--- src/rtl/led_scan_driver.sv ---
// led_scan_driver
//   Time-multiplexed driver for an N-digit 7-segment display that shares one segment bus.
//   Each digit holds a 5-bit code (bit4 = decimal point, bits3:0 = hex glyph). Digits are
//   scanned round-robin; the first BLANK_CYC cycles of every digit slot drive the segments
//   off so the previous digit's pattern cannot ghost onto the newly enabled digit.
//   New codes are loaded into a pending buffer and copied to the display buffer only at a
//   frame boundary, so a frame never shows a mix of old and new codes.
//
// Ports
//   clk           system clock
//   rst           synchronous reset, active-high; overrides every other input
//   en            scan enable; 0 = display dark, scan counters held at 0
//   load          strobe: capture codes_in / blank_in into the pending buffer
//   codes_in      digit i code at [5i+4:5i]; digit 0 is the rightmost
//   blank_in      1 = digit i dark (segments off, enable inactive)
//   o_seg         {dp,g,f,e,d,c,b,a}, registered, polarity per SEG_ACT_LOW
//   o_dig_en      one-hot digit enable, registered, polarity per SEL_ACT_LOW
//   o_frame_done  1-cycle pulse on the last output cycle of digit N_DIGITS-1's slot

module led_scan_driver #(
    parameter int unsigned N_DIGITS    = 8,
    parameter int unsigned SCAN_DIV    = 50000,
    parameter int unsigned BLANK_CYC   = 4,
    parameter bit          SEG_ACT_LOW = 1'b1,
    parameter bit          SEL_ACT_LOW = 1'b1
) (
    input  logic                  clk,
    input  logic                  rst,
    input  logic                  en,
    input  logic                  load,
    input  logic [5*N_DIGITS-1:0] codes_in,
    input  logic [N_DIGITS-1:0]   blank_in,
    output logic [7:0]            o_seg,
    output logic [N_DIGITS-1:0]   o_dig_en,
    output logic                  o_frame_done
);

    localparam int unsigned CNT_W = $clog2(SCAN_DIV);
    localparam int unsigned IDX_W = $clog2(N_DIGITS);

    localparam logic [CNT_W-1:0]    DIV_LAST  = CNT_W'(SCAN_DIV - 1);
    localparam logic [CNT_W-1:0]    BLANK_END = CNT_W'(BLANK_CYC);
    localparam logic [IDX_W-1:0]    IDX_LAST  = IDX_W'(N_DIGITS - 1);

    // Pin value for "everything off"; XOR with it converts active-high form to pin polarity.
    localparam logic [7:0]          SEG_OFF   = SEG_ACT_LOW ? 8'hFF : 8'h00;
    localparam logic [N_DIGITS-1:0] SEL_OFF   = SEL_ACT_LOW ? {N_DIGITS{1'b1}} : {N_DIGITS{1'b0}};

    // ------------------------------------------------------------------
    // Glyph table, active-high {g,f,e,d,c,b,a}
    // ------------------------------------------------------------------
    function automatic logic [6:0] hex_glyph(input logic [3:0] hex);
        logic [6:0] g;
        g = 7'h00;
        case (hex)
            4'h0: g = 7'h3F;
            4'h1: g = 7'h06;
            4'h2: g = 7'h5B;
            4'h3: g = 7'h4F;
            4'h4: g = 7'h66;
            4'h5: g = 7'h6D;
            4'h6: g = 7'h7D;
            4'h7: g = 7'h07;
            4'h8: g = 7'h7F;
            4'h9: g = 7'h6F;
            4'hA: g = 7'h77;
            4'hB: g = 7'h7C;
            4'hC: g = 7'h39;
            4'hD: g = 7'h5E;
            4'hE: g = 7'h79;
            4'hF: g = 7'h71;
            default: g = 7'h00;
        endcase
        return g;
    endfunction

    // ------------------------------------------------------------------
    // State
    // ------------------------------------------------------------------
    logic [CNT_W-1:0]      div_cnt_q, div_cnt_d;
    logic [IDX_W-1:0]      dig_idx_q, dig_idx_d;

    logic [5*N_DIGITS-1:0] pend_codes_q, pend_codes_d;
    logic [N_DIGITS-1:0]   pend_blank_q, pend_blank_d;
    logic                  pend_valid_q, pend_valid_d;

    logic [5*N_DIGITS-1:0] disp_codes_q, disp_codes_d;
    logic [N_DIGITS-1:0]   disp_blank_q, disp_blank_d;

    logic [7:0]            seg_q, seg_d;
    logic [N_DIGITS-1:0]   dig_en_q, dig_en_d;
    logic                  frame_done_q, frame_done_d;

    // ------------------------------------------------------------------
    // Scan counters
    // ------------------------------------------------------------------
    logic div_wrap;
    logic frame_end;

    assign div_wrap  = (div_cnt_q == DIV_LAST);
    assign frame_end = en && div_wrap && (dig_idx_q == IDX_LAST);

    always_comb begin
        div_cnt_d = div_cnt_q;
        dig_idx_d = dig_idx_q;
        if (!en) begin
            // Held at zero so a rising en restarts at digit 0, slot cycle 0.
            div_cnt_d = '0;
            dig_idx_d = '0;
        end else if (div_wrap) begin
            div_cnt_d = '0;
            dig_idx_d = (dig_idx_q == IDX_LAST) ? '0 : dig_idx_q + 1'b1;
        end else begin
            div_cnt_d = div_cnt_q + 1'b1;
        end
    end

    // ------------------------------------------------------------------
    // Pending / display buffers
    // ------------------------------------------------------------------
    logic commit;

    // While the scan is stopped there is no frame to tear, so commit right away.
    assign commit = (frame_end || !en) && (pend_valid_q || load);

    always_comb begin
        pend_codes_d = pend_codes_q;
        pend_blank_d = pend_blank_q;
        pend_valid_d = pend_valid_q;
        disp_codes_d = disp_codes_q;
        disp_blank_d = disp_blank_q;

        if (load) begin
            pend_codes_d = codes_in;
            pend_blank_d = blank_in;
            pend_valid_d = 1'b1;
        end

        if (commit) begin
            // A load coinciding with the commit point bypasses the pending buffer.
            disp_codes_d = load ? codes_in : pend_codes_q;
            disp_blank_d = load ? blank_in : pend_blank_q;
            pend_valid_d = 1'b0;
        end
    end

    // ------------------------------------------------------------------
    // Current slot selection
    // ------------------------------------------------------------------
    logic [4:0]          cur_code;
    logic                cur_blank;
    logic [N_DIGITS-1:0] dig_onehot;

    always_comb begin
        cur_code   = '0;
        cur_blank  = 1'b0;
        dig_onehot = '0;
        for (int i = 0; i < N_DIGITS; i++) begin
            if (dig_idx_q == IDX_W'(i)) begin
                cur_code      = disp_codes_q[5*i +: 5];
                cur_blank     = disp_blank_q[i];
                dig_onehot[i] = 1'b1;
            end
        end
    end

    // ------------------------------------------------------------------
    // Output next-state (active-high form, then pin polarity)
    // ------------------------------------------------------------------
    logic [7:0]          seg_ah;
    logic [N_DIGITS-1:0] dig_ah;

    always_comb begin
        seg_ah = 8'h00;
        dig_ah = '0;
        if (en && !cur_blank) begin
            dig_ah = dig_onehot;
            // Segments stay dark during the anti-ghosting window at the start of each slot.
            if (div_cnt_q >= BLANK_END) begin
                seg_ah = {cur_code[4], hex_glyph(cur_code[3:0])};
            end
        end
    end

    always_comb begin
        seg_d        = seg_ah ^ SEG_OFF;
        dig_en_d     = dig_ah ^ SEL_OFF;
        frame_done_d = frame_end;
    end

    // ------------------------------------------------------------------
    // Registers
    // ------------------------------------------------------------------
    always_ff @(posedge clk) begin
        if (rst) begin
            div_cnt_q    <= '0;
            dig_idx_q    <= '0;
            pend_codes_q <= '0;
            pend_blank_q <= '0;
            pend_valid_q <= 1'b0;
            disp_codes_q <= '0;
            disp_blank_q <= '0;
            seg_q        <= SEG_OFF;
            dig_en_q     <= SEL_OFF;
            frame_done_q <= 1'b0;
        end else begin
            div_cnt_q    <= div_cnt_d;
            dig_idx_q    <= dig_idx_d;
            pend_codes_q <= pend_codes_d;
            pend_blank_q <= pend_blank_d;
            pend_valid_q <= pend_valid_d;
            disp_codes_q <= disp_codes_d;
            disp_blank_q <= disp_blank_d;
            seg_q        <= seg_d;
            dig_en_q     <= dig_en_d;
            frame_done_q <= frame_done_d;
        end
    end

    assign o_seg        = seg_q;
    assign o_dig_en     = dig_en_q;
    assign o_frame_done = frame_done_q;

endmodule
--- config.mk ---
export PLATFORM = sky130hd
export DESIGN_NAME = led_scan_driver
export DESIGN_NICKNAME = d
export VERILOG_FILES = /design/src/rtl/led_scan_driver.sv
export SDC_FILE = /design/constraint.sdc
export NUM_CORES = 1
export LEC_CHECK = 0
export CAP_MARGIN = 25
export CORE_MARGIN = 5
export CORE_UTILIZATION = 50
export DETAILED_ROUTE_END_ITERATION = 8
export PLACE_DENSITY = 0.81
export SLEW_MARGIN = 20
export SYNTH_ARGS = -nofsm -noshare
export SYNTH_HDL_FRONTEND = slang
export SYNTH_SLANG_ARGS = --single-unit
--- constraint.sdc ---
create_clock -name clk -period 2.65 [get_ports clk]
set_input_delay 0.265 -clock clk [delete_from_list [all_inputs] [get_ports clk]]
set_output_delay 0.265 -clock clk [all_outputs]
set_load 0.01 [all_outputs]
==> summary.md <==
| Metric | Value |
|---|---|
| Critical path capture point type | register |
| Startpoint types | register |
| Critical-path top delay cell | dfxtp_2 |
| Peak VDD IR | 0.503 mV |
| Total GRT Usage | 19.4% |
| Yosys cell types | 55 |
| Commonest non-fill, non-tap cell in the layout | dfxtp_1 |
| Run status | completed |
| Vias | 4429 |
| Depth of the worst register-to-register path | 11 |
| Setup TNS | 0 ps |
| Vias per cell | 5.45 |
| Fraction of layout cells with a size suffix above 1 | 18.1% |
| Hpwl dp | 9310 um |
| Syn Inst Count | 591 |
| Clk_skew | 8.71 ps |
| Max-slew violation count | 0 |
| Initial antenna violation count | 0 |
| CTS buffer count | 17 |
| CTS tree | yes |
| Static leakage | 0.00272 uW |
| Final ANT Viol Nets | 0 |
| Prevailing post-synth register cell | dfxtp_1 |
| Yosys warns | 0 |
| PostCTS Resize Cnt | 0 |
| CP Max Fanout | 5 |
| Most frequent cells in the layout | dfxtp_1, nor2_1, clkdlybuf4s50_1, mux2i_1, a211oi_2 |
| WL/cell | 16.4 um |
| DP Cell Count | 786 |
| Pre-CTS setup slack | 67.5 ps |
| Die Wd | 118 um |
| Largest net degree at the start of global routing | 63 |
| Rows | 39 |
| Post-synth ARST share | 0% |
| Avg Cell Area, Syn | 9.78 um2 |
| Area grow syn2layout | 24.2% |
| Worst-Margin Slew | 804 ps |
| CTS H-tree depth | 4 |
| Hold Vio Cnt, Final | 0 |
| Core Area | 11400 um2 |
| Final net count | 728 |
| RSZ-0062 raised after global routing | no |
| First-pass DRT Iterations | 5 |
| Finish-stage setup viols | 0 |
| Period utilization | 93.2% |
| Setup ws final | 180 ps |
| Max-cap violations | 0 |
| Synth Cell Area | 5780 um2 |
| Max_slew headroom | 46.4% |
| Initial drt markers | 345 |
| EDFF count, synth | 0 |
| Hold Path Stages | 3 |
| Critical Path AT | 2750 ps |
| Critical Path RT | 2930 ps |
| Buffer depth of the longest clock path | 2 |
| Detailed Route WL | 13400 um |
| Hold buffer count at cts | 0 |
| Power Dens Cells | 647 nW/um2 |
| Syn nets | 657 |
| Worst-path cell chain | ha_2, ha_4, nand2_1, a221o_1, a21oi_2, o32a_1, inv_1, ha_1, buf_4, mux2i_1, o221ai_1 |
| Die height | 118 um |
| DRC | 0 |
| Cell Area, Placed | 6600 um2 |
| Maximum clock rate | 0.405 GHz |
| Clk sinks | 133 |
| Register area share after synthesis | 46.1% |
| Clock-pin slew on the worst setup and hold paths | 50 ps |
| Post-Layout Cell Count | 813 |
| Worst min-delay path class | input port to register |
| Final Wtd Congestion | 0.850 |
| Worst-skew pair later-pin latency | 420 ps |
| Global-route wire length before repair | 22000 um |
| Root Buffer Master | clkbuf_16 |
| Port Buffers | 68 |
| Period minus WS final | 2470 ps |
| Initial Utilization | 50.8% |
| GRT Residual Overflow | 0 |
| Final Cell Area | 7180 um2 |
| Max stage delay on crit path | 360 ps |
| IO Count | 69 |
| Post-CTS setup buffer count | 0 |
| Synth Register Bits | 133 |
| Crit Path Category | register to register |
| Vias in the first global route | 4468 |
| Die area | 13800 um2 |
| # diodes | 0 |
## critical path, delay by kind of cell (launching register included)
kind            cells  cell delay (ps)
buf+inv             2              250
mux                 1              150
fa+ha+maj           3              630
simple gates        1               80
flops               1              360
compound gates      4              860
## path summary, 6_finish.rpt
| path | start | to | slack, ps |
|---|---|---|---|
| worst max-delay path | dig_idx_q[0] | o_seg[5] | 180 |
| worst max register to register | dig_idx_q[0] | o_seg[5] | 180 |
| worst min register to register | div_cnt_q[0] | div_cnt_q[0] | 460 |
| worst min-delay path | rst | div_cnt_q[1] | 300 |
## synth_stat cells (9+ instances only)
cell / count / area [um2]
buf_6: 10 / 113
nand3_1: 20 / 100
a21oi_1: 16 / 80.1
nor3_1: 9 / 45.0
nand2_1: 30 / 113
inv_1: 17 / 63.8
nor2_1: 124 / 465
dfxtp_1: 133 / 2660
xnor2_1: 9 / 78.8
ha_1: 14 / 175
mux2i_1: 51 / 510
clkbuf_1: 17 / 63.8
a211oi_2: 48 / 601
## cells by family after synthesis
family	share of synthesized area (%)
AND/OR/NAND/NOR	16.7
flip-flops	46.1
AO/OA/AOI/OAI	18.0
buffers and inverters	5.11
multiplexers	8.83
XOR/XNOR	2.27
adder cells (fa/ha/maj)	3.03
## state kept, by name, indices dropped and copies added, names as in the netlist
signal	count
dig_idx_q	3
disp_blank_q	8
disp_codes_q	40
div_cnt_q	16
o_dig_en	8
o_frame_done	1
o_seg	8
pend_blank_q	8
pend_codes_q	40
pend_valid_q	1
## power by group
group / switching, uW / internal, uW
combinational: 252 / 223
sequential: 52.1 / 2100
clock: 788 / 1230
## through the flow
step                      total power [uW]  hold WS [ps]  util, %
after floorplan                       2510           426        -
after global placement                2650           442     58.0
after detailed placement              2660           452     58.0
after CTS                             4690           266     62.5
after global routing                  4840           278     63.1
final                                 4650           298     63.1
## area by class of cell
| cell class | instances | area [um2] |
|---|---|---|
| fill | 966 | 4190 |
| multi-input combinational | 401 | 2900 |
| sequential | 133 | 2670 |
| timing repair buffer | 90 | 863 |
| clock buffer | 21 | 470 |
| tap | 143 | 179 |
| inverter | 19 | 71.3 |
| clock inverter | 6 | 32.5 |
## metal layers
layer  GRT usage, %  vias up  part of all wire [%]
met3           6.30       30                   5.0
met4           7.10        0                   2.1
li1               -     2192                     -
met5              0        -                     0
met1           23.6     2098                    44
met2           32.2      109                    49
(Power assumes the default switching activity.)
